## src/rtl/soft_uart_pkg.sv

```systemverilog
// Shared encodings for soft_uart: FSM states, frame parity codes and the
// default bit period (11.0592 MHz clock, 115200 baud).
package uart_pkg;

  localparam int DEFAULT_CLKS_PER_BIT = 96;

  localparam int PARITY_NONE = 0;
  localparam int PARITY_EVEN = 1;
  localparam int PARITY_ODD  = 2;

  typedef enum logic [2:0] {
    TX_IDLE   = 3'd0,
    TX_START  = 3'd1,
    TX_DATA   = 3'd2,
    TX_PARITY = 3'd3,
    TX_STOP   = 3'd4
  } tx_state_t;

  typedef enum logic [2:0] {
    RX_IDLE   = 3'd0,
    RX_START  = 3'd1,
    RX_DATA   = 3'd2,
    RX_PARITY = 3'd3,
    RX_STOP   = 3'd4
  } rx_state_t;

  // Line level of the parity bit for a byte under the given parity code.
  function automatic logic parity_bit(input logic [7:0] data, input int mode);
    return (^data) ^ (mode == PARITY_ODD);
  endfunction

endpackage

```

## src/rtl/soft_uart_if.sv

```systemverilog
// Host-side bus of soft_uart: byte in/out, active-low strobes, status flags.
interface soft_uart_if;
  // Strobes: wrn/rdn are active low; a write or read takes effect on the clock
  // that first samples the 1->0 transition. There is no ready return: the host
  // polls tbre before writing and data_ready before reading, and a write made
  // while tbre=0 is silently dropped.
  logic [7:0] data_in;
  logic       wrn;
  logic       rdn;
  logic [7:0] data_out;
  logic       tbre;
  logic       tsre;
  logic       data_ready;
  logic       parity_error;
  logic       framing_error;

  modport master (
    output data_in, wrn, rdn,
    input  data_out, tbre, tsre, data_ready, parity_error, framing_error
  );

  modport slave (
    input  data_in, wrn, rdn,
    output data_out, tbre, tsre, data_ready, parity_error, framing_error
  );
endinterface

```

## src/rtl/soft_uart_rx.sv

```systemverilog
// Receive path: rxd synchronizer, start-bit qualification, mid-bit sampling,
// and the received byte with its error flags.
module soft_uart_rx
  import uart_pkg::*;
#(
  parameter int CLKS_PER_BIT = DEFAULT_CLKS_PER_BIT,
  parameter int PARITY       = PARITY_NONE
) (
  input  logic       clk,
  input  logic       rst,
  input  logic       rxd,
  input  logic       read_ev,
  output logic [7:0] data_out,
  output logic       data_ready,
  output logic       parity_error,
  output logic       framing_error,
  output rx_state_t  state
);

  localparam int CW = $clog2(CLKS_PER_BIT);
  localparam logic [CW-1:0] CNT_LAST  = CW'(CLKS_PER_BIT - 1);
  localparam logic [CW-1:0] HALF_LAST = CW'(CLKS_PER_BIT / 2 - 1);

  logic          rx_s1;
  logic          rx_s2;
  logic          rx_prev;
  logic [CW-1:0] rx_cnt;
  logic [3:0]    rx_bit;
  logic [7:0]    rx_shift;
  logic          rx_par;
  logic          bit_end;

  assign bit_end = (rx_cnt == CNT_LAST);

  always_ff @(posedge clk or negedge rst) begin
    if (!rst) begin
      rx_s1         <= 1'b1;
      rx_s2         <= 1'b1;
      rx_prev       <= 1'b1;
      rx_cnt        <= '0;
      rx_bit        <= '0;
      rx_shift      <= '0;
      rx_par        <= 1'b0;
      data_out      <= '0;
      data_ready    <= 1'b0;
      parity_error  <= 1'b0;
      framing_error <= 1'b0;
      state         <= RX_IDLE;
    end else begin
      rx_s1   <= rxd;
      rx_s2   <= rx_s1;
      rx_prev <= rx_s2;

      // A read clears the flags; a frame completing in the same cycle
      // assigns them again further down and therefore wins.
      if (read_ev) begin
        data_ready    <= 1'b0;
        parity_error  <= 1'b0;
        framing_error <= 1'b0;
      end

      case (state)
        RX_IDLE: begin
          rx_cnt <= '0;
          if (rx_prev && !rx_s2) state <= RX_START;
        end
        RX_START: begin
          if (rx_cnt == HALF_LAST) begin
            rx_cnt <= '0;
            rx_bit <= '0;
            // A line that is high again at mid start bit was only a glitch.
            state  <= rx_s2 ? RX_IDLE : RX_DATA;
          end else begin
            rx_cnt <= rx_cnt + 1'b1;
          end
        end
        RX_DATA: begin
          if (bit_end) begin
            rx_cnt   <= '0;
            rx_shift <= {rx_s2, rx_shift[7:1]};
            if (rx_bit == 4'd7) begin
              state <= (PARITY != PARITY_NONE) ? RX_PARITY : RX_STOP;
            end else begin
              rx_bit <= rx_bit + 4'd1;
            end
          end else begin
            rx_cnt <= rx_cnt + 1'b1;
          end
        end
        RX_PARITY: begin
          if (bit_end) begin
            rx_cnt <= '0;
            rx_par <= rx_s2;
            state  <= RX_STOP;
          end else begin
            rx_cnt <= rx_cnt + 1'b1;
          end
        end
        RX_STOP: begin
          if (bit_end) begin
            rx_cnt        <= '0;
            data_out      <= rx_shift;
            data_ready    <= 1'b1;
            framing_error <= ~rx_s2;
            parity_error  <= (PARITY != PARITY_NONE) ?
                             (rx_par != parity_bit(rx_shift, PARITY)) : 1'b0;
            state         <= RX_IDLE;
          end else begin
            rx_cnt <= rx_cnt + 1'b1;
          end
        end
        default: state <= RX_IDLE;
      endcase
    end
  end

endmodule

```

## src/rtl/soft_uart.sv

```systemverilog
// soft_uart top: host strobe edge detection, transmit holding register and
// transmit FSM; the receive path lives in soft_uart_rx.
module soft_uart
  import uart_pkg::*;
#(
  parameter int CLKS_PER_BIT = DEFAULT_CLKS_PER_BIT,
  parameter int PARITY       = PARITY_NONE
) (
  input  logic       clk,
  input  logic       rst,
  soft_uart_if.slave bus,
  input  logic       rxd,
  output logic       txd,
  output tx_state_t  tx_state,
  output rx_state_t  rx_state
);

  localparam int CW = $clog2(CLKS_PER_BIT);
  localparam logic [CW-1:0] CNT_LAST = CW'(CLKS_PER_BIT - 1);

  logic          wrn_q;
  logic          rdn_q;
  logic          write_ev;
  logic          read_ev;
  logic [7:0]    thr;
  logic          tbre_r;
  logic          tsre_r;
  logic          txd_r;
  logic [7:0]    tx_shift;
  logic          tx_par;
  logic [CW-1:0] tx_cnt;
  logic [3:0]    tx_bit;
  tx_state_t     tx_st;
  logic          bit_end;
  logic          start_frame;

  logic [7:0]    rx_data;
  logic          rx_ready;
  logic          rx_perr;
  logic          rx_ferr;

  assign write_ev = wrn_q & ~bus.wrn;
  assign read_ev  = rdn_q & ~bus.rdn;
  assign bit_end  = (tx_cnt == CNT_LAST);
  // A pending byte starts from IDLE, or straight out of the last stop-bit
  // cycle so consecutive frames leave no idle gap on the line.
  assign start_frame = !tbre_r &&
                       ((tx_st == TX_IDLE) || (tx_st == TX_STOP && bit_end));

  always_ff @(posedge clk or negedge rst) begin
    if (!rst) begin
      wrn_q    <= 1'b1;
      rdn_q    <= 1'b1;
      thr      <= '0;
      tbre_r   <= 1'b1;
      tsre_r   <= 1'b1;
      txd_r    <= 1'b1;
      tx_shift <= '0;
      tx_par   <= 1'b0;
      tx_cnt   <= '0;
      tx_bit   <= '0;
      tx_st    <= TX_IDLE;
    end else begin
      wrn_q <= bus.wrn;
      rdn_q <= bus.rdn;

      if (write_ev && tbre_r) begin
        thr    <= bus.data_in;
        tbre_r <= 1'b0;
      end

      if (start_frame) begin
        tx_shift <= thr;
        tx_par   <= parity_bit(thr, PARITY);
        tbre_r   <= 1'b1;
        tsre_r   <= 1'b0;
        txd_r    <= 1'b0;
        tx_cnt   <= '0;
        tx_st    <= TX_START;
      end else begin
        if (tx_st != TX_IDLE) tx_cnt <= bit_end ? '0 : tx_cnt + 1'b1;
        case (tx_st)
          TX_START: begin
            if (bit_end) begin
              txd_r    <= tx_shift[0];
              tx_shift <= tx_shift >> 1;
              tx_bit   <= '0;
              tx_st    <= TX_DATA;
            end
          end
          TX_DATA: begin
            if (bit_end) begin
              if (tx_bit == 4'd7) begin
                if (PARITY != PARITY_NONE) begin
                  txd_r <= tx_par;
                  tx_st <= TX_PARITY;
                end else begin
                  txd_r <= 1'b1;
                  tx_st <= TX_STOP;
                end
              end else begin
                txd_r    <= tx_shift[0];
                tx_shift <= tx_shift >> 1;
                tx_bit   <= tx_bit + 4'd1;
              end
            end
          end
          TX_PARITY: begin
            if (bit_end) begin
              txd_r <= 1'b1;
              tx_st <= TX_STOP;
            end
          end
          TX_STOP: begin
            if (bit_end) begin
              tsre_r <= 1'b1;
              tx_st  <= TX_IDLE;
            end
          end
          default: ;
        endcase
      end
    end
  end

  soft_uart_rx #(
    .CLKS_PER_BIT (CLKS_PER_BIT),
    .PARITY       (PARITY)
  ) u_rx (
    .clk           (clk),
    .rst           (rst),
    .rxd           (rxd),
    .read_ev       (read_ev),
    .data_out      (rx_data),
    .data_ready    (rx_ready),
    .parity_error  (rx_perr),
    .framing_error (rx_ferr),
    .state         (rx_state)
  );

  assign txd               = txd_r;
  assign tx_state          = tx_st;
  assign bus.tbre          = tbre_r;
  assign bus.tsre          = tsre_r;
  assign bus.data_out      = rx_data;
  assign bus.data_ready    = rx_ready;
  assign bus.parity_error  = rx_perr;
  assign bus.framing_error = rx_ferr;

endmodule

```

## src/flat_wrapper.sv

```systemverilog
// flat-port wrapper written by rule: the top's interface ports become plain ports
module soft_uart_flat import uart_pkg::*;
#(
  parameter int CLKS_PER_BIT = DEFAULT_CLKS_PER_BIT,
  parameter int PARITY       = PARITY_NONE
)
  (clk, rst, rxd, txd, tx_state, rx_state, bus_data_in, bus_wrn, bus_rdn, bus_data_out, bus_tbre, bus_tsre, bus_data_ready, bus_parity_error, bus_framing_error);
  soft_uart_if bus_i ();
  input  logic clk;
  input  logic rst;
  input  logic rxd;
  output logic txd;
  output tx_state_t tx_state;
  output rx_state_t rx_state;
  input wire logic [$bits(bus_i.data_in)-1:0] bus_data_in;
  input wire logic [$bits(bus_i.wrn)-1:0] bus_wrn;
  input wire logic [$bits(bus_i.rdn)-1:0] bus_rdn;
  output wire logic [$bits(bus_i.data_out)-1:0] bus_data_out;
  output wire logic [$bits(bus_i.tbre)-1:0] bus_tbre;
  output wire logic [$bits(bus_i.tsre)-1:0] bus_tsre;
  output wire logic [$bits(bus_i.data_ready)-1:0] bus_data_ready;
  output wire logic [$bits(bus_i.parity_error)-1:0] bus_parity_error;
  output wire logic [$bits(bus_i.framing_error)-1:0] bus_framing_error;
  assign bus_i.data_in = bus_data_in;
  assign bus_i.wrn = bus_wrn;
  assign bus_i.rdn = bus_rdn;
  assign bus_data_out = bus_i.data_out;
  assign bus_tbre = bus_i.tbre;
  assign bus_tsre = bus_i.tsre;
  assign bus_data_ready = bus_i.data_ready;
  assign bus_parity_error = bus_i.parity_error;
  assign bus_framing_error = bus_i.framing_error;
  soft_uart #(.CLKS_PER_BIT(CLKS_PER_BIT), .PARITY(PARITY)) u_core (.clk(clk), .rst(rst), .bus(bus_i), .rxd(rxd), .txd(txd), .tx_state(tx_state), .rx_state(rx_state));
endmodule
```

## config.mk

```make
export PLATFORM = sky130hd
export DESIGN_NAME = soft_uart_flat
export DESIGN_NICKNAME = d
export VERILOG_FILES = /design/src/rtl/soft_uart_pkg.sv /design/src/rtl/soft_uart_if.sv /design/src/rtl/soft_uart_rx.sv /design/src/rtl/soft_uart.sv /design/src/flat_wrapper.sv
export SDC_FILE = /design/constraint.sdc
export NUM_CORES = 1
export LEC_CHECK = 0
export ABC_CLOCK_PERIOD_IN_PS = 1800
export CAP_MARGIN = 20
export CORE_MARGIN = 3
export CORE_UTILIZATION = 51
export DETAILED_ROUTE_END_ITERATION = 6
export HOLD_SLACK_MARGIN = 0.06
export PLACE_DENSITY = 0.78
export SLEW_MARGIN = 10
export SYNTH_ARGS = -nofsm -noshare
export SYNTH_HDL_FRONTEND = slang
export SYNTH_SLANG_ARGS = --single-unit
```

## constraint.sdc

```tcl
create_clock -name clk -period 1.8 [get_ports clk]
set_clock_uncertainty 0.05 [all_clocks]
set_input_delay 0.27 -clock clk [delete_from_list [all_inputs] [get_ports clk]]
set_output_delay 0.27 -clock clk [all_outputs]
set_load 0.01 [all_outputs]
```

==> out/metrics.yaml <==
timing:
  setup_ws_ns: -0.1227
  worst_pin_slew_ns: 0.3684
  holdWs_ns: 0.2706
  setup_violations: 18
  fmax_mhz: 520.1
  rsz0062_at_grt: "yes"
  fin_crit_sh_pct: 106.8
  slew_viol_final: 0
  hold_violations: 0
  slew_headroom_pct: 74.81
  finalCriticalPeriod_ns: 1.923
run_status:
  status: "finished with violations"
  violations: "negative setup slack"
setup_path:
  worst_setup_path_start_kind: "flip-flop"
  cp.arrival_ns: 2.10
  end_kind: "flip-flop"
  path_max_fanout: 4
  cp.required_ns: 1.97
  path_class: "flip-flop to flip-flop"
route:
  wl_met1_mm: 3.384
  vias: 2625
  initialDrtViolationCount: 214
  avgRoutedWirePerCell_microns: 15.83
  dr_wl_met2_mm: 3.793
  postRouteAntennaNets: 0
  wl_mm: 7.535
  highest_layer: "met4"
  drcViolationCount: 0
  dr.pass1.iters: 4
  met3WireLength_microns: 235
  viasPerCell: 5.515
final_layout:
  stdcell_count: 476
  diodes: 0
  syn2layout_area_growth_pct: 36.88
  fin_nets: 413
  layout-drive-gt1-share_pct: 32.42
yosys:
  synth-seq-area-share_pct: 54.80
  synth_area_leaders: "dfrtp_1 (48%), dfstp_2 (6.4%), mux2_2 (5.5%), nand2_1 (5.5%), o21ai_0 (4.1%)"
  async_flop_share_pct: 100.0
  synth_fp_nets: 325
  yosysTopAreaCell: "dfrtp_1"
  synth_area_sq_um: 3261
  ys_ff_latch: 71
  synth_compound_area_share_pct: 14.62
  syn_avg_cell_area_sq_um: 10.59
  synthMuxAreaShare_pct: 6.754
  synthFlopType: "dfrtp_1"
  synth_xor_area_share_pct: 1.612
  synth_edf_count: 0
  synth-simple-area-share_pct: 17.04
  ys_types: 56
  synthAdderAreaFrac_pct: 1.535
  ys.warnings.count: 0
  synth_top_area_share_pct: 48.35
  synth_top_family_by_area: "simple AND/OR/NAND/NOR gates"
  synthCells: 308
place:
  place_congestion: 0.8670
  hpwl_mm: 4.821
  placedCellCount: 447
  portBuffers: 32
floorplanning:
  die_h_microns: 85.96
  top_level_ports: 33
  die-area_sq_um: 7389
  row_count: 28
  dieWidth_microns: 85.96
  core_area_sq_um: 6061
  start_util_pct: 53.80
pwr:
  p_leak_nw: 2.061
  pwr-share-seq_pct: 46.1
  power.switching_mw: 1.048
  total_power_mw: 4.115
  peakVddDrop_v: 0.0007117
  pwr-share-clk_pct: 39.1
  p_sw_share_pct: 25.48
  pwr-share-comb_pct: 14.8
  power.density_nw_per_um2: 921.9
  p_int_mw: 3.066
clocking:
  clkTransAtPathRegs_ns: 0.08
  clock_latency_ns: 0.35
  htree_levels: 3
  cts_tree: "done"
  cts.sinks: 71
  cts_buffers: 9
  cts_root_buf: "clkbuf_8"
  clockBufferDepth: 2
grt:
  grt_max_degree: 47
  grt_pass1_wl_mm: 12.37
  grt_use_total_pct: 21.38
  grt_pass1_vias: 2664
  grt_overflow: 0
  antenna_found_initial: 0
worst_hold_path:
  hold_path.class: "primary input to flip-flop"
run:
  maxCapViolations: 0
==> cells in the final DEF, fill, tap and decap left out, types with 8 or more instances in the layout <==
cell type / instances
clkdlybuf4s50_1: 26
buf_4: 50
clkbuf_8: 10
mux2_2: 16
nor2_1: 14
inv_1: 16
nand3_1: 11
o21ai_0: 14
nand2_1: 48
o21ai_1: 11
dfrtp_1: 61
dfstp_2: 8
==> stage by stage <==
step | setup TNS, ns | utilization (%) | setup WS [ns] | cell area (sq um)
floorplan | -0.4000 | - | -0.08118 | 3276
global placement | -0.06628 | 65.36 | -0.03594 | 3961
detailed placement | -1.053 | 65.36 | -0.1949 | 3961
CTS | -0.8151 | 71.10 | -0.08456 | 4309
global route | -3.646 | 73.64 | -0.2060 | 4463
finish | -1.440 | 73.64 | -0.1227 | 4463
==> worst paths after layout <==
check                      slack (ns)                           endpoint                    startpoint  cells past startpoint
max in group asynchronous        0.83        u_core.u_rx.rx_s1$_DFF_PN1_                           rst                      3
max reg2reg                     -0.12       u_core.tx_cnt[1]$_DFFE_PN0P_  u_core.tx_cnt[0]$_DFFE_PN0P_                      7
max                             -0.12       u_core.tx_cnt[1]$_DFFE_PN0P_  u_core.tx_cnt[0]$_DFFE_PN0P_                      7
min reg2reg                      0.31        u_core.u_rx.rx_s2$_DFF_PN1_   u_core.u_rx.rx_s1$_DFF_PN1_                      0
min in group asynchronous        0.28  u_core.u_rx.rx_cnt[1]$_DFFE_PN0P_                           rst                      2
min                              0.27        u_core.u_rx.rx_s1$_DFF_PN1_                           rxd                      1
==> registers in the layout, summed over array words and instances, names as in the netlist <==
name	flops
u_core.thr	8
u_core.tx_shift	8
u_core.u_rx.data_out	8
u_core.u_rx.rx_shift	8
u_core.tx_cnt	7
u_core.u_rx.rx_cnt	7
u_core.tx_bit	4
u_core.u_rx.rx_bit	4
u_core.tx_state	3
u_core.u_rx.state	3
u_core.bus.tbre	1
u_core.bus.tsre	1
u_core.rdn_q	1
u_core.txd	1
u_core.u_rx.data_ready	1
u_core.u_rx.framing_error	1
u_core.u_rx.parity_error	1
u_core.u_rx.rx_prev	1
u_core.u_rx.rx_s1	1
u_core.u_rx.rx_s2	1
u_core.wrn_q	1
==> cells by family (layout without fill, tap and decap cells) <==
family | Yosys count | count (layout)
multiplexers | 20 | 20
adder cells (fa/ha/maj) | 4 | 4
buffers and inverters | 27 | 120
AND/OR/NAND/NOR | 111 | 111
AO/OA/AOI/OAI | 69 | 69
flip-flops | 71 | 71
XOR/XNOR | 6 | 6
==> synthesized netlist by cell type, drive strengths merged, types with 3 or more instances <==
cell	number
a21oi	10
xor2	4
mux2	16
o21ai	28
or3	3
a31oi	5
nand4	4
dfstp	8
nand3	12
and3	4
mux2i	4
nand2	49
clkbuf	7
or3b	3
nor2	19
nand2b	4
inv	16
buf	4
dfrtp	63
a22oi	7
ha	4
==> layout make-up <==
type,count,area (sq um)
inverters,16,60.06
flip-flops and latches,71,1789
well taps,75,93.84
multi-input cells,210,1495
repair buffers,88,770.7
clock inverters,6,116.4
clock buffers,10,137.6
fillers,402,1598
==> worst max-delay path, cell delays in order, from the launching register on <==
cell and delay (ns):
dfrtp_1 0.37, ha_2 0.18, nand4_1 0.13, or3b_4 0.44, a211oi_4 0.31, buf_4 0.17
buf_6 0.11, a21oi_2 0.04
==> what timing repair did <==
| action | 4_1_cts | 5_1_grt |
|---|---|---|
| cloned | 0 | 0 |
| gates resized for setup | 12 | 29 |
| pin swaps | 2 | 8 |
| buffers inserted | 7 | 7 |
| setup endpoints to repair | 20 | 51 |
| hold endpoints to repair | 10 | 0 |
| hold buffers | 1 | 0 |
==> power groups by stage <==
| stage | combinational [mW] | sequential (mW) | clock, mW |
|---|---|---|---|
| 3_5_place_dp | 0.538 | 1.90 | 0 |
| 6_report | 0.609 | 1.90 | 1.61 |
| 3_3_place_gp | 0.519 | 1.89 | 0 |
| 4_1_cts | 0.555 | 1.87 | 1.62 |
| 2_1_floorplan | 0.272 | 1.89 | 0 |
| 5_1_grt | 0.677 | 1.92 | 1.71 |
==> routing by layer <==
layer,vias up,GRT usage (%)
li1,1259,-
met1,1303,27.71
met2,47,34.97
met3,16,3.842
met4,0,9.640
met5,-,0
(Power assumes the default switching activity.)
